File: src/rtl/uart_tx_fifo_ctrl.sv
// uart_tx_fifo_ctrl: byte FIFO feeding the UART transmitter one word at a time via send/busy,
// with level, sticky overflow and an all-sent interrupt pulse.
module uart_tx_fifo_ctrl #(
    parameter int DATA_UART = 8,
    parameter int FIFO_AW   = 4
) (
    input  logic                 clk_i,
    input  logic                 rstn_i,
    input  logic                 en_i,
    input  logic                 flush_i,
    input  logic                 wr_valid_i,
    input  logic [DATA_UART-1:0] wr_data_i,
    output logic                 wr_ready_o,
    output logic [DATA_UART-1:0] tx_data_o,
    output logic                 tx_send_o,
    input  logic                 tx_busy_i,
    output logic [FIFO_AW:0]     fifo_count_o,
    output logic                 empty_o,
    output logic                 full_o,
    output logic                 overflow_o,
    output logic                 done_irq_o
);
    localparam int DEPTH = 2**FIFO_AW;
    typedef enum logic [1:0] {IDLE, SEND, WAIT_BUSY, WAIT_DONE} state_t;
    state_t               state;
    logic [DATA_UART-1:0] mem [DEPTH];
    logic [FIFO_AW-1:0]   wptr, rptr;
    logic                 push, pop;
    assign empty_o    = fifo_count_o == '0;
    assign full_o     = fifo_count_o == (FIFO_AW+1)'(DEPTH);
    assign wr_ready_o = ~full_o;
    assign push       = wr_valid_i & ~full_o & ~flush_i;
    // the head word leaves the FIFO only once the transmitter has taken it
    assign pop        = (state == WAIT_BUSY) & tx_busy_i & ~empty_o & ~flush_i;
    always_ff @(posedge clk_i) begin
        if (push) mem[wptr] <= wr_data_i;
    end
    always_ff @(posedge clk_i or negedge rstn_i) begin
        if (!rstn_i) begin
            wptr         <= '0;
            rptr         <= '0;
            fifo_count_o <= '0;
            overflow_o   <= 1'b0;
        end else if (flush_i) begin
            wptr         <= '0;
            rptr         <= '0;
            fifo_count_o <= '0;
            overflow_o   <= 1'b0;
        end else begin
            wptr         <= push ? wptr + 1'b1 : wptr;
            rptr         <= pop ? rptr + 1'b1 : rptr;
            fifo_count_o <= fifo_count_o + (FIFO_AW+1)'(push) - (FIFO_AW+1)'(pop);
            overflow_o   <= overflow_o | (wr_valid_i & full_o);
        end
    end
    always_ff @(posedge clk_i or negedge rstn_i) begin
        if (!rstn_i) begin
            state      <= IDLE;
            tx_data_o  <= '0;
            tx_send_o  <= 1'b0;
            done_irq_o <= 1'b0;
        end else begin
            done_irq_o <= 1'b0;
            case (state)
                IDLE: if (~empty_o & en_i & ~tx_busy_i & ~flush_i) begin
                    tx_data_o <= mem[rptr];
                    tx_send_o <= 1'b1;
                    state     <= SEND;
                end
                SEND: begin
                    tx_send_o <= 1'b0;
                    state     <= WAIT_BUSY;
                end
                WAIT_BUSY: state <= tx_busy_i ? WAIT_DONE : (en_i ? WAIT_BUSY : IDLE);
                WAIT_DONE: if (!tx_busy_i) begin
                    state      <= IDLE;
                    done_irq_o <= empty_o;
                end
                default: begin
                    state     <= IDLE;
                    tx_send_o <= 1'b0;
                end
            endcase
        end
    end
endmodule
File: config.mk
export PLATFORM = sky130hd
export DESIGN_NAME = uart_tx_fifo_ctrl
export DESIGN_NICKNAME = d
export VERILOG_FILES = /design/src/rtl/uart_tx_fifo_ctrl.sv
export SDC_FILE = /design/constraint.sdc
export NUM_CORES = 1
export LEC_CHECK = 0
export BUFFER_PORTS_ARGS = -buffer_cell sky130_fd_sc_hd__buf_2
export CAP_MARGIN = 10
export CORE_ASPECT_RATIO = 0.9
export CORE_UTILIZATION = 60
export DETAILED_ROUTE_END_ITERATION = 6
export GPL_TIMING_DRIVEN = 0
export PLACE_DENSITY_LB_ADDON = 0.15
export SYNTH_ARGS = -nofsm -noshare
export SYNTH_HDL_FRONTEND = slang
export SYNTH_SLANG_ARGS = --single-unit
File: constraint.sdc
create_clock -name clk_i -period 5 [get_ports clk_i]
set_input_delay 0.5 -clock clk_i [delete_from_list [all_inputs] [get_ports clk_i]]
set_output_delay 0.5 -clock clk_i [all_outputs]
set_load 0.01 [all_outputs]
==> results by group <==
Status
  – Outcome: completed

Setup path
  – Top Family by Delay on Critical Path: adder cells
  – Library cell contributing the largest single delay on the critical path: sky130_fd_sc_hd__nor4_1
  – CP Launch Type: flop
  – Worst-case register-to-register setup slack: 2.11 ns
  – Destination of the worst register-to-register timing path: fifo_count_o[4]$_DFF_PN0_
  – Worst stage delay on the critical path: 0.46 ns
  – Category of the worst setup path capture point: flop
  – Largest fanout of any net on the critical path: 7
  – Number of buffers and inverters on the critical path: 3
  – Worst reg-to-reg path cell count: 13
  – Worst setup path class: flop to flop
  – Req. time, crit path: 5.29 ns
  – Data arrival at the endpoint of the critical path: 3.18 ns
  – Series of cell instances along the critical path: inv_1 -> ha_1 -> nor4b_4 -> nor4_1 -> ha_1 -> inv_1 -> ha_1 -> inv_1 -> fa_1 -> nor2b_1 -> o21bai_1 -> a21oi_1 -> nor3b_1
  – Source of the worst register-to-register timing path: fifo_count_o[3]$_DFF_PN0_

STA
  – Number of pins exceeding their max-slew limit in the final report: 0
  – Final number of setup-violating endpoints: 0
  – Clk_skew: 0.009942 ns
  – Final Cycle Share: 0.5780
  – Slew at the pin with the worst max-slew slack: 0.8444 ns
  – Slack of the critical path: 2.110 ns
  – Top achievable clock speed: about 350 MHz
  – Worst hold slack after final layout: 0.1008 ns
  – Worst slew margin relative to its limit: 0.4324
  – Min Tclk post-route: 2.890 ns
  – Setup Total Neg Slack: 0 ns
  – Number of endpoints with negative hold slack in the final report: 0
  – RSZ-0062 raised after global routing: no

Route
  – Number of detailed-route iterations in the first pass: 5
  – Via count: 3291
  – Post-route ant nets: 0
  – Avg WL per Cell: roughly 23 um
  – DR vias/cell: 6.128
  – DRC violation count after routing: 0
  – Wirelength, routed: around 12000 um
  – Count of routing violations after the opening detailed-route iteration: 222

Floorplanning
  – Placeable core region: 10200 um2
  – # IOs: 33
  – Total die area: 10910 um2
  – Number of placement rows: 35
  – Die extent in y: about 99 um
  – Initial core utilization: 0.6173
  – Width of the chip: 110 um

Finish
  – Final antenna diode count: 0
  – Fill cell count: slightly above 600
  – Most frequent standard cell in the layout excluding fill and tap cells: sky130_fd_sc_hd__edfxtp_1
  – Most frequent cells in the layout: sky130_fd_sc_hd__edfxtp_1, sky130_fd_sc_hd__buf_2, sky130_fd_sc_hd__mux4_2
  – Area Overhead vs Synth: 15.79%
  – Number of nets in the layout: between 400 and 500
  – Layout cells sized above 1: 0.2819

Pwr
  – Leak pwr: 2.627 nW
  – IR drop worst, VDD: 0.5140 mV
  – Pwr Density: 468.6 nW/um2

Synthesis
  – Number of storage elements in the synthesis netlist: 154
  – Yosys warning total: 0
  – Post-Synthesis Cells: 341
  – Netlist area before placement: 6299 um2
  – Number of distinct library cells after synthesis: 41
  – Post-synthesis sequential area ratio: 0.7135
  – EDFF count, synth: 128
  – Share of flip-flops with an asynchronous set or reset after synthesis: 0.1688
  – Net count after synthesis: about 370
  – Ys flop type: sky130_fd_sc_hd__edfxtp_1
  – Mean Syn Cell Area: ~18 um2

Clock tree
  – Clock tree from TritonCTS: built
  – Clk slew on worst S/H paths: 0.06 ns
  – Root cell of the clock tree: sky130_fd_sc_hd__clkbuf_16
  – Level count of the clock H-tree: 4
  – Insertion delay of the later-clocked pin in the worst-skew pair: 0.42 ns
  – Post-cts sizing count: 0
  – TritonCTS Sinks: about 150
  – Number of buffers added by the clock tree synthesis step: 17
  – Post-CTS setup-driven buffer insertion count: 0
  – Maximum root-to-sink buffer count: 2
  – Hold-fix buffers, CTS: 0

Min path
  – Hold crit path type: input pin to async pin

Place
  – Worst setup slack after placement: ~2.1 ns
  – Last weighted congestion value of the routability-driven placer: 0.8092
  – Port Buf Inserts: 31
  – DP HPWL: 7860 um

Job
  – Maximum capacitance violations: 0

Global route
  – Vias in the first global route: 3340
  – Initial antenna violation count: 0
  – First-pass GRT wire length: 18980 um
  – Remaining global-route overflow: 0
  – All-layer global routing usage: 0.2554
  – Pin count of the biggest net entering global routing: 27
-- cell families (layout without fill, tap and decap cells) --
| family | count (synthesis) | in the layout | share of synthesized area |
|---|---|---|---|
| flip-flops | 154 | 154 | 0.7135 |
| AND/OR/NAND/NOR | 62 | 62 | 0.05781 |
| multiplexers | 40 | 40 | 0.1283 |
| buffers and inverters | 33 | 100 | 0.02920 |
| AO/OA/AOI/OAI | 32 | 32 | 0.03496 |
| adder cells (fa/ha/maj) | 12 | 12 | 0.02503 |
| XOR/XNOR | 8 | 8 | 0.01112 |
-- synth_stat cells (2+ instances only) --
cell type	count	area, um2
sky130_fd_sc_hd__mux2i_1	8	80.08
sky130_fd_sc_hd__edfxtp_1	128	3844
sky130_fd_sc_hd__dfrtp_1	26	650.6
sky130_fd_sc_hd__nand2b_1	2	12.51
sky130_fd_sc_hd__clkbuf_1	5	18.77
sky130_fd_sc_hd__nand2_1	8	30.03
sky130_fd_sc_hd__ha_1	11	137.6
sky130_fd_sc_hd__a21oi_1	4	20.02
sky130_fd_sc_hd__inv_1	15	56.30
sky130_fd_sc_hd__buf_12	2	40.04
sky130_fd_sc_hd__nor4_1	6	37.54
sky130_fd_sc_hd__buf_6	2	22.52
sky130_fd_sc_hd__nor2b_1	5	31.28
sky130_fd_sc_hd__nor3b_1	3	22.52
sky130_fd_sc_hd__o22ai_1	8	50.05
sky130_fd_sc_hd__nor2_1	15	56.30
sky130_fd_sc_hd__mux4_2	30	675.7
sky130_fd_sc_hd__nand3_1	5	25.02
sky130_fd_sc_hd__and2_1	8	50.05
sky130_fd_sc_hd__mux4_1	2	52.55
sky130_fd_sc_hd__xor2_1	4	35.03
sky130_fd_sc_hd__a211oi_1	8	60.06
sky130_fd_sc_hd__a21o_1	9	67.56
sky130_fd_sc_hd__xnor2_1	4	35.03
sky130_fd_sc_hd__buf_2	7	35.03
-- worst max path at each step --
stage	from	slack [ns]	endpoint	cells after the start
after floorplan	fifo_count_o[3]$_DFF_PN0_	2.44	fifo_count_o[4]$_DFF_PN0_	13
after global placement	fifo_count_o[2]$_DFF_PN0_	1.79	mem[0][1]$_DFFE_PP_	6
after detailed placement	fifo_count_o[2]$_DFF_PN0_	2.09	fifo_count_o[4]$_DFF_PN0_	13
final	fifo_count_o[3]$_DFF_PN0_	2.11	fifo_count_o[4]$_DFF_PN0_	13
after CTS	fifo_count_o[2]$_DFF_PN0_	2.12	fifo_count_o[4]$_DFF_PN0_	13
after global routing	fifo_count_o[2]$_DFF_PN0_	1.90	fifo_count_o[4]$_DFF_PN0_	13
-- worst reg2reg max path, cell delays in order (launching register included) --
cell,delay (ns)
sky130_fd_sc_hd__dfrtp_1,0.37
sky130_fd_sc_hd__inv_1,0.08
sky130_fd_sc_hd__ha_1,0.21
sky130_fd_sc_hd__nor4b_4,0.16
sky130_fd_sc_hd__nor4_1,0.46
sky130_fd_sc_hd__ha_1,0.32
sky130_fd_sc_hd__inv_1,0.06
sky130_fd_sc_hd__ha_1,0.15
sky130_fd_sc_hd__inv_1,0.05
sky130_fd_sc_hd__fa_1,0.40
sky130_fd_sc_hd__nor2b_1,0.18
sky130_fd_sc_hd__o21bai_1,0.12
sky130_fd_sc_hd__a21oi_1,0.17
sky130_fd_sc_hd__nor3b_1,0.06
-- cell type report --
class | instances | area (um2) | share of cell area
Multi-Input combinational cell | 154 | 1645 | 0.2256
Timing Repair Buffer | 35 | 185.2 | 0.02539
Tap cell | 129 | 161.4 | 0.02213
Clock inverter | 14 | 193.9 | 0.02659
Inverter | 15 | 56.30 | 0.007720
Clock buffer | 18 | 429.2 | 0.05884
Sequential cell | 154 | 4494 | 0.6162
Buffer | 18 | 127.6 | 0.01750
-- flip-flops by register name, summed over array words and instances, names as in the netlist --
| signal | count |
|---|---|
| rptr | 4 |
| fifo_count_o | 5 |
| tx_send_o | 1 |
| tx_data_o | 8 |
| wptr | 4 |
| done_irq_o | 1 |
| mem | 128 |
| overflow_o | 1 |
| state | 2 |
-- stage by stage --
step	std cells	cell area [um2]	util	power, mW
global placement	501	6615	0.6483	2.069
finish	537	7293	0.7148	3.418
detailed placement	505	6670	0.6537	2.096
floorplan	341	6299	-	1.905
global route	537	7293	0.7148	3.557
CTS	537	7293	0.7148	3.434
-- per-layer routing --
layer,wire length (um),global-route usage
met1,5282,0.3576
met2,5949,0.3986
met3,703,0.05570
met4,259,0.09436
met5,0,0
-- where the power goes --
group	total, mW	switching (mW)	internal, mW
sequential	1.54	0.0612	1.48
clock	1.34	0.506	0.839
combinational	0.533	0.297	0.236
total	3.42	0.865	2.55
Note: power is estimated with default switching activity, not from simulation.
